File: config.mk
export PLATFORM = sky130hd
export DESIGN_NAME = dbus_sram_ctrl
export DESIGN_NICKNAME = d
export VERILOG_FILES = /design/src/rtl/dbus_sram_ctrl.sv
export SDC_FILE = /design/constraint.sdc
export NUM_CORES = 1
export LEC_CHECK = 0
export ABC_AREA = 0
export CAP_MARGIN = 20
export CELL_PAD_IN_SITES_DETAIL_PLACEMENT = 1
export CELL_PAD_IN_SITES_GLOBAL_PLACEMENT = 1
export CORE_MARGIN = 2
export CORE_UTILIZATION = 31
export DETAILED_ROUTE_END_ITERATION = 8
export GPL_TIMING_DRIVEN = 0
export PLACE_DENSITY_LB_ADDON = 0.15
export SYNTH_ARGS = -nofsm -noshare
export SYNTH_HDL_FRONTEND = slang
export SYNTH_SLANG_ARGS = --single-unit
File: constraint.sdc
create_clock -name clk -period 3.2 [get_ports clk]
set_clock_uncertainty 0.15 [all_clocks]
set_input_delay 0.96 -clock clk [delete_from_list [all_inputs] [get_ports clk]]
set_output_delay 0.96 -clock clk [all_outputs]
set_load 0.005 [all_outputs]
File: src/rtl/dbus_sram_ctrl.sv
// Data-bus slave turning one bus transaction into one single-port synchronous SRAM access.
// Latency: bdone WAIT_STATES+2 cycles after acceptance (1 cycle for rejected accesses).
// Backpressure: one transaction in flight; bstart is only sampled in IDLE, so a held request is never double-accepted.
module dbus_sram_ctrl #(
  parameter logic [31:0] BASE_ADDR   = 32'h0001_0000,
  parameter int          DEPTH_WORDS = 1024,
  parameter int          WAIT_STATES = 0,
  parameter int          AW          = $clog2(DEPTH_WORDS)
) (
  input  logic          clk,
  input  logic          rst_n,
  input  logic          breq,
  input  logic          bstart,
  input  logic          ttype,
  input  logic [1:0]    tsize,
  input  logic [31:0]   addr,
  input  logic [31:0]   wdata,
  output logic [31:0]   rdata,
  output logic          bdone,
  output logic          berror,
  output logic          sram_en,
  output logic          sram_we,
  output logic [3:0]    sram_be,
  output logic [AW-1:0] sram_addr,
  output logic [31:0]   sram_wdata,
  input  logic [31:0]   sram_rdata
);

  localparam logic [1:0] S_IDLE = 2'd0;
  localparam logic [1:0] S_WAIT = 2'd1;
  localparam logic [1:0] S_MEM  = 2'd2;
  localparam logic [1:0] S_RESP = 2'd3;

  // One past the last byte of the window, widened to 33 bits so the compare never wraps.
  localparam logic [32:0] LIMIT = {1'b0, BASE_ADDR} + 33'(4 * DEPTH_WORDS);

  logic [1:0]  state;
  logic [3:0]  wait_cnt;
  logic [31:0] addr_q;
  logic [31:0] wdata_q;
  logic        ttype_q;
  logic [1:0]  tsize_q;
  logic        err_q;
  logic [31:0] rdata_q;

  logic        in_window;
  logic        aligned;
  logic        legal;
  logic [31:0] rd_shift;
  logic [31:0] rdata_resp;
  logic [3:0]  be_calc;
  logic [31:0] addr_off;
  logic        mem_phase;
  logic        unused_bits;

  // Legality of the request presented in IDLE: inside the window, defined size, naturally aligned.
  always_comb begin
    in_window = ({1'b0, addr} >= {1'b0, BASE_ADDR}) && ({1'b0, addr} < LIMIT);
    case (tsize)
      2'd0:    aligned = 1'b1;
      2'd1:    aligned = ~addr[0];
      2'd2:    aligned = (addr[1:0] == 2'b00);
      default: aligned = 1'b0;
    endcase
    legal = in_window && aligned;
  end

  // Read data right-aligned and masked to the access size; writes and rejects return zero.
  always_comb begin
    rd_shift = sram_rdata >> {addr_q[1:0], 3'b000};
    case (tsize_q)
      2'd0:    rdata_resp = {24'd0, rd_shift[7:0]};
      2'd1:    rdata_resp = {16'd0, rd_shift[15:0]};
      default: rdata_resp = rd_shift;
    endcase
    if (ttype_q || err_q) begin
      rdata_resp = 32'd0;
    end
  end

  // Byte-lane enables for the latched size and offset.
  always_comb begin
    case (tsize_q)
      2'd0:    be_calc = 4'b0001 << addr_q[1:0];
      2'd1:    be_calc = 4'b0011 << addr_q[1:0];
      default: be_calc = 4'b1111;
    endcase
  end

  // Transaction sequencer: accept in IDLE, optional wait countdown, one SRAM cycle, one response cycle.
  always_ff @(posedge clk) begin
    if (!rst_n) begin
      state    <= S_IDLE;
      wait_cnt <= 4'd0;
      addr_q   <= 32'd0;
      wdata_q  <= 32'd0;
      ttype_q  <= 1'b0;
      tsize_q  <= 2'd0;
      err_q    <= 1'b0;
      rdata_q  <= 32'd0;
    end else begin
      case (state)
        S_IDLE: begin
          if (bstart) begin
            addr_q  <= addr;
            wdata_q <= wdata;
            ttype_q <= ttype;
            tsize_q <= tsize;
            err_q   <= ~legal;
            if (!legal) begin
              state <= S_RESP;
            end else if (WAIT_STATES > 0) begin
              state    <= S_WAIT;
              wait_cnt <= 4'(WAIT_STATES - 1);
            end else begin
              state <= S_MEM;
            end
          end
        end
        S_WAIT: begin
          if (wait_cnt == 4'd0) begin
            state <= S_MEM;
          end else begin
            wait_cnt <= wait_cnt - 4'd1;
          end
        end
        S_MEM: begin
          state <= S_RESP;
        end
        S_RESP: begin
          state   <= S_IDLE;
          rdata_q <= rdata_resp;
        end
        default: begin
          state <= S_IDLE;
        end
      endcase
    end
  end

  // SRAM strobes exist only in MEM; everything else is quiet so the bus looks idle after reset.
  always_comb begin
    mem_phase  = (state == S_MEM);
    addr_off   = addr_q - BASE_ADDR;
    sram_en    = mem_phase;
    sram_we    = mem_phase & ttype_q;
    sram_be    = mem_phase ? be_calc : 4'd0;
    sram_addr  = mem_phase ? addr_off[AW+1:2] : '0;
    sram_wdata = mem_phase ? (wdata_q << {addr_q[1:0], 3'b000}) : 32'd0;
    bdone      = (state == S_RESP);
    berror     = bdone & err_q;
    rdata      = bdone ? rdata_resp : rdata_q;
  end

  // breq and the out-of-window offset bits carry no information for this slave.
  assign unused_bits = ^{breq, addr_off[31:AW+2], addr_off[1:0]};

endmodule

## Word level (Yosys, flattened, before mapping)

Cells that the tools add are included.

- Register bits after elaboration: 86
- Input bits: 103
- Output and inout bits: 82
- Logic and storage cells: 52

- $add $sub $neg: 2
- Magnitude comparators: 2
- Equal/unequal tests: 8
- Shifts and indexed selects: 4
- Mux-type cells: 12
- Bitwise operators: 5
- Reductions and logical operators: 11

Operators with widths:

| cell | count |
|---|---|
| two-way mux 32 bit | 3 |
| one-hot mux 32 bit (2 select lines) | 1 |
| greater-or-equal comparator 32 x 17 -> 1 bit, second input constant | 1 |
| < comparator 32 x 17 -> 1 bit, second input constant | 1 |
| << shifter 32 x 5 -> 32 bit | 1 |
| right shift 32 x 5 -> 32 bit | 1 |
| subtractor 12 x 1 -> 12 bit, second input constant | 1 |
| two-way mux 10 bit | 1 |
| zero test 2 bit | 4 |
| one-hot mux 2 bit (4 select lines) | 1 |
| one-hot mux 4 bit (2 select lines) | 1 |
| equality test 2 x 1 -> 1 bit, second input constant | 3 |
| equality test 2 bit, second input constant | 3 |
| AND reduction 2 bit | 3 |
| zero test 4 bit | 1 |
| two-way mux 2 bit | 2 |
| two-way mux 4 bit | 1 |
| inequality test 2 bit, second input constant | 2 |
| << shifter 1 x 2 -> 4 bit, first input constant | 1 |
| << shifter 2 x 2 -> 4 bit, first input constant | 1 |
| subtractor 4 x 1 -> 4 bit, second input constant | 1 |
| inverter 1 bit | 3 |
| one-hot mux 1 bit (3 select lines) | 1 |
| bitwise AND 1 bit | 2 |
| other kinds (3) | 4 |

## Depth between registers and ports, before layout

Gate-level depths: netlist of run 1.

- Depth after elaboration: 6
- Gate-level depth with buffers: 8
- Mapped depth without buffers: 5

## Least setup slack after synthesis of run 1

OpenSTA, ideal clock, no wires.

- Path type: input -> output
- Start point: input port sram_rdata[0]
- End point: output port rdata[0]
- Arrival: 1,586 ps
- Setup slack: 504 ps
- Cell stages on the path: 3
- Path buffers: 0
- Cell sequence: nor2b_1 -> a211o_1 -> a32o_1

- Cells in the longest elaborated chain, start to end: 4

RTL lines:

| what | RTL line | source |
|---|---|---|
| from (decl) | 26 | `input logic [31:0] sram_rdata` |
| right shift 32 x 5 -> 32 bit | 70 | `rd_shift = sram_rdata >> {addr_q[1:0], 3'b000};` |
| one-hot mux 32 bit (2 select lines) | 71 | `case (tsize_q)` |
| two-way mux 32 bit | 76 | `if (ttype_q \|\| err_q) begin` |
| two-way mux 32 bit | - |  |
| to (decl) | 18 | `output logic [31:0] rdata,` |

Every way passes these cells.

## Worst setup path after layout of run 1

- Start point: input port sram_rdata[31]
- End point: output port rdata[15]

The elaborated chain is that of the path after synthesis.

==> metrics, run 1 <==
outcome=completed; worst path arrival time=2.06 ns; worst reg2reg setup slack=1.17 ns; number of buffers added by the clock tree synthesis step=9; CP max-delay cell=sky130_fd_sc_hd__dlygate4sd2_1; proportion of power drawn by combinational gates=22.3%; most used cell, CP=sky130_fd_sc_hd__dlygate4sd2_1; Fin Setup TNS=0 ns; total DRC errors in the routed layout=0; first-pass GRT wire length=27080 µm; Seq pwr share=38.7%; routed vias=4860; total setup violations reported at the end of the flow=0; proportion of synthesized flip-flops having asynchronous set or reset=0%; routed wire length=18340 µm; total power per unit cell area=404.8 nW/µm²; most used standard cells in the synthesized netlist=sky130_fd_sc_hd__nand2_1, sky130_fd_sc_hd__dfxtp_1, sky130_fd_sc_hd__and2_1; Most used DFF post-synth=sky130_fd_sc_hd__dfxtp_1; relative max-transition margin=59.22%; netlist area before placement=4446 µm²; die extent in x=123.8 µm; cell count after synthesis=542; highest fanout seen on the critical path=3; share of the cycle needed by the critical path after routing=98.99%; clock tree from TritonCTS=done; Final Net Count=866; # clock sinks=86; Post-synth EDFFs=0; Clock Power Share=38.9%; Final HPWL DP=13500 µm; count of input and output buffers=182; kind of start point of the critical path=input port; hold violation total from the final report=0; maxcap violations=0; Syn Nets=646; number of flip-flops and latches in the synthesized netlist=86; Req. time, crit path=2.09 ns; ordered cell list for the critical path=dlygate4sd2_1 > mux2i_2 > o2bb2ai_1 > a22o_1 > dlygate4sd2_1; starting utilization of the core area=31.90%; die area=15310 µm²; detailed-route wire length per cell=19.34 µm; count of boundary I/O pins=185; number of iterations in the first detailed-routing pass=4; largest area contributor in the synthesized netlist=sky130_fd_sc_hd__dfxtp_1; area growth from synthesis to layout=67.49%; Worst setup EP type=primary output; Root Buffer Master=sky130_fd_sc_hd__clkbuf_16; unrepaired setup endpoints after global routing=yes; All-Layer GR Usage=23.55%; syn_area_per_cell=8.202 µm²; Hold/Removal Path Class=reg2reg; Internal Dissipation=2172 µW; area share of the leading cell type in the synthesized netlist=38.73%; Die Y-Extent=123.8 µm; sequential area share after synthesis=38.73%; leakage power of the design=0.003229 µW; final weighted congestion in routability-driven placement=0.8751; net switching power=842.9 µW; maximum buffer depth of the clock tree=2; share of final-layout standard cells stronger than drive strength 1=18.64%; gr ovfl total=0; crit-path max cell delay=0.29 ns; number of pins exceeding their max-slew limit in the final report=0; cell with the most instances after synthesis=sky130_fd_sc_hd__nand2_1; Initial DRC Count=235; post-route antenna net violation count=0; maximum vdd drop=253.0 µV; clock latency on the worst-skew pair=0.35 ns; most area-consuming cells after synthesis=sky130_fd_sc_hd__dfxtp_1, sky130_fd_sc_hd__nand2_1, sky130_fd_sc_hd__a21boi_0; Core Region=13930 µm²; area of the multi-input gates=2841 µm²; achievable clock frequency=315.7 MHz; register area=1724 µm²; sw frac=27.96%; Vias per Instance=5.127; number of H-tree branching levels=3; path type of the worst setup path=in2out; actual transition at the worst max-transition pin=0.6117 ns; clock slew at reported path FFs=0.06 ns; site row count=43; Yosys warning total=0; number of global-route vias before repair=5027; number of antenna violations at the first check in global routing=1; synth unique cells=41; maximum number of pins on one net before global-route repair=16; power after layout=3014 µW; crit path time final=3.168 ns; fill cell total of the finished layout=1640
power groups by stage:
stage	sequential, µW	clock (µW)	combinational [µW]
floorplan	1170	0	274
global placement	1180	0	575
detailed placement	1180	0	585
CTS	1160	1190	648
global route	1170	1240	726
finish	1170	1170	673
worst paths after layout:
| path | from | endpoint | depth (start not counted) |
|---|---|---|---|
| setup reg to reg | state[1] | wdata_q[6] | 5 |
| hold reg to reg | wdata_q[29] | wdata_q[29] | 2 |
| hold / removal | wdata_q[29] | wdata_q[29] | 2 |
| setup / recovery | sram_rdata[31] | rdata[15] | 5 |
sequential cells by signal, indices dropped and copies added (netlist names):
name      flops
ttype_q       1
wait_cnt      4
rdata_q      32
tsize_q       2
wdata_q      32
err_q         1
state         2
addr_q       12
critical path, delay by kind of cell:
kind / cells / cell delay, ns
multiplexers: 1 / 0.22
buffers and inverters: 2 / 0.57
AO/OA/AOI/OAI: 2 / 0.31
cell usage in the layout, fill, tap and decap left out, types with 11 or more instances in the layout:
cell type	count
sky130_fd_sc_hd__a22o_1	16
sky130_fd_sc_hd__buf_4	28
sky130_fd_sc_hd__dlymetal6s2s_1	15
sky130_fd_sc_hd__a21boi_0	46
sky130_fd_sc_hd__mux2i_4	11
sky130_fd_sc_hd__buf_2	12
sky130_fd_sc_hd__nor2b_1	18
sky130_fd_sc_hd__nor2_1	23
sky130_fd_sc_hd__nand2_1	112
sky130_fd_sc_hd__clkbuf_1	17
sky130_fd_sc_hd__clkdlybuf4s50_1	89
sky130_fd_sc_hd__and2_1	52
sky130_fd_sc_hd__a21oi_1	12
sky130_fd_sc_hd__dfxtp_1	84
sky130_fd_sc_hd__dlygate4sd2_1	59
sky130_fd_sc_hd__a211oi_1	11
sky130_fd_sc_hd__mux2i_1	16
area by class of cell:
cell class                 instances  share of cell area [%]
inverter                           5                  0.2521
clock buffer                      10                   3.210
antenna                            1                 0.03361
buffer                            42                   4.554
clock inverter                     6                   1.243
multi-input combinational        407                   38.16
sequential                        86                   23.16
tap                              180                   3.025
timing repair buffer             211                   26.37
cells by family after synthesis:
family,count (synthesis),synth area share (%)
buf+inv,49,4.672
mux,32,7.205
simple gates,236,25.87
fa+ha+maj,1,0.2814
compound gates,135,22.66
flops,86,38.73
xor+xnor,3,0.5912
per-stage QoR:
step	instance area, µm²	setup WS, ns	util, %	instances	hold WS (ns)
global route	7446	-0.01603	53.43	948	0.3367
detailed placement	6492	-0.4989	46.59	904	0.3037
floorplan	4446	0.5039	-	542	0.2888
global placement	6492	-0.4904	46.59	904	0.2963
finish	7446	0.03219	53.43	948	0.3112
CTS	7248	-0.05705	52.02	938	0.3115
repair_timing:
action	4_1_cts	5_1_grt
hold buffers	0	0
hold endpoints to repair	0	0
setup buffers	19	9
pin swaps	30	10
resized for setup	214	47
cloned	1	0
setup endpoints to repair	79	33
metal layers:
metal | vias up | wire length (µm) | track usage [%]
met5 | - | 0 | 0
met4 | 0 | 396 | 8.026
met3 | 27 | 1248 | 6.410
met2 | 158 | 9012 | 39.70
met1 | 2370 | 7680 | 28.93
li1 | 2305 | - | -
Power figures use the tool's default switching activity.
==> run 2: changes to the inputs <==
Settings changed: CORE_UTILIZATION 31 to 33.
Clock period 3.2 ns to 3.8 ns, I/O delays scaled along.
==> run 2 against run 1 <==
  * First-iteration DRC count fell by 1.7%
  * Register-to-register slack improved by 0.55 ns
  * Cell area fell by 6.5%
  * Largest cell class unchanged
  * Critical path type unchanged
  * Setup slack got worse by 0.0050 ns
  * Utilization down 0.65 points
  * Worst hold slack better by 0.00088 ns
  * Via count shrank 2.7%
  * Wire length decreased by 4.7%
  * Sequential power shrank 16%
==> metrics, run 2 (synthesis gave the netlist of run 1 again) <==
Req. time, crit path=2.51 ns; clock slew at reported path FFs=0.06 ns; final cell utilization of the core=52.79%; most common cell after layout, fill and taps aside=sky130_fd_sc_hd__clkdlybuf4s50_1; crit-path max cell delay=0.42 ns; share of final-layout standard cells stronger than drive strength 1=8.907%; ordered cell list for the critical path=clkdlybuf4s50_1 > mux2i_2 > buf_4 > nand2_1 > a32o_1 > clkdlybuf4s15_1; count of boundary I/O pins=185; count of buffer and inverter cells on the critical path=3; site row count=42; maximum buffer depth of the clock tree=2; final weighted congestion in routability-driven placement=0.9074; kind of start point of the critical path=input port; outcome=completed; share of the cycle needed by the critical path after routing=99.29%; first-pass GRT wire length=26800 µm; number of pins exceeding their max-slew limit in the final report=0; achievable clock frequency=265.1 MHz; actual transition at the worst max-transition pin=0.6219 ns; starting utilization of the core area=33.70%; Final Net Count=841; relative max-transition margin=58.32%; Core Region=13190 µm²; Vias per Instance=5.155; routed vias=4727; highest-count cells in the layout ignoring fill and taps=sky130_fd_sc_hd__clkdlybuf4s50_1, sky130_fd_sc_hd__nand2_1, sky130_fd_sc_hd__dfxtp_1, sky130_fd_sc_hd__and2_1, sky130_fd_sc_hd__a21boi_0; total setup violations reported at the end of the flow=0; clock latency on the worst-skew pair=0.34 ns; highest fanout seen on the critical path=2; number of global-route vias before repair=5080; Final HPWL DP=13320 µm; # clock sinks=86; detailed-route wire length per cell=19.06 µm; power after layout=2453 µW; gr ovfl total=0; hold violation total from the final report=0; largest registers=rdata_q: 32 flops, wdata_q: 32 flops, addr_q: 12 flops; All-Layer GR Usage=24.24%; count of input and output buffers=182; number of buffers added to fix hold violations after cts=0; number of buffers added by the clock tree synthesis step=9; leakage power of the design=0.002641 µW; Initial DRC Count=231; kind of cell adding the most delay to the critical path=buffers and inverters; total DRC errors in the routed layout=0; Root Buffer Master=sky130_fd_sc_hd__clkbuf_16; maximum number of pins on one net before global-route repair=15; number of H-tree branching levels=3; # diodes=0; number of iterations in the first detailed-routing pass=4; worst path arrival time=2.48 ns; post-route antenna net violation count=0; clock tree from TritonCTS=done; total power per unit cell area=352.3 nW/µm²; area growth from synthesis to layout=56.63%; Worst setup EP type=primary output; path type of the worst setup path=in2out; crit path time final=3.773 ns; number of antenna violations at the first check in global routing=0; die extent in x=120.1 µm; die area=14420 µm²; routed wire length=17480 µm; fill cell total of the finished layout=1604; Hold/Removal Path Class=reg2reg; Die Y-Extent=120.1 µm; CP max-delay cell=sky130_fd_sc_hd__clkdlybuf4s50_1; maxcap violations=0; maximum vdd drop=232.3 µV
-- run 2: cell count changes in the layout (fill, tap and decap cells not counted), sizes merged, moves of 2 or more --
| cell | previous run | this run |
|---|---|---|
| buf | 56 | 19 |
| clkdlybuf4s50 | 89 | 148 |
| dlygate4sd2 | 59 | 27 |
| dlymetal6s2s | 15 | 2 |
| inv | 7 | 5 |
-- run 2: layout make-up --
type / count / area, µm² / share of cell area [%]
plain buffers: 42 / 230.2 / 3.306
clock buffers: 10 / 239.0 / 3.432
clock inverters: 5 / 83.83 / 1.204
inverters: 5 / 18.77 / 0.2695
multi-input cells: 407 / 2631 / 37.79
flip-flops and latches: 86 / 1722 / 24.73
well taps: 176 / 220.2 / 3.163
repair buffers: 186 / 1818 / 26.11
-- run 2: metrics by stage --
step | area [µm²] | instances | setup TNS [ns] | worst slack [ns] | hold slack [ns]
2_1_floorplan | 4446 | 542 | 0 | 0.7439 | 0.2888
3_3_place_gp | 6487 | 900 | -2.872 | -0.2338 | 0.2956
3_5_place_dp | 6487 | 900 | -3.046 | -0.2594 | 0.3059
4_1_cts | 6863 | 917 | 0 | 0.0002542 | 0.3150
5_1_grt | 6963 | 917 | -0.0003961 | -0.0003961 | 0.3440
6_report | 6963 | 917 | 0 | 0.02715 | 0.3121
-- run 2: repair_timing --
action                     4_1_cts  5_1_grt
resized for setup               59       27
setup buffers                    3        1
pin swaps                        6        5
setup endpoints to repair       59       30
-- run 2: metal layers --
metal  share of wire [%]  wire length (µm)  vias to the layer above  GRT usage [%]
li1                    -                 -                     2249              -
met1                  43              7519                     2308          30.47
met2                  48              8467                      145          40.80
met3                 6.7              1176                       25          6.084
met4                 1.8               318                        0          7.279
met5                   0                 0                        -              0
-- run 2: where the power goes --
part           leakage [µW]  internal [µW]  switching, µW
clock              0.000151            591            374
combinational       0.00179            254            254
sequential         0.000699            943           36.7
-- run 2: worst register-to-register path, delay by kind of cell (launching register included) --
family	cells	cell delay, ns
flops	1	0.47
simple gates	2	0.28
compound gates	1	0.21
buf+inv	2	0.89
-- run 2: final timing paths --
kind                            slack, ns  cells after the start     endpoint           start
worst max-delay path                 0.03                      6     rdata[5]  sram_rdata[13]
worst min register to register       0.31                      2  wdata_q[25]     wdata_q[25]
worst min-delay path                 0.31                      2  wdata_q[25]     wdata_q[25]
worst max register to register       1.72                      5  wdata_q[31]        state[1]
==> run 3: changes to the inputs <==
Settings changed: HOLD_SLACK_MARGIN from default to 0.05.
==> results of run 3 <==
Same layout as run 2: the final DEF is identical, and so are final timing and power.
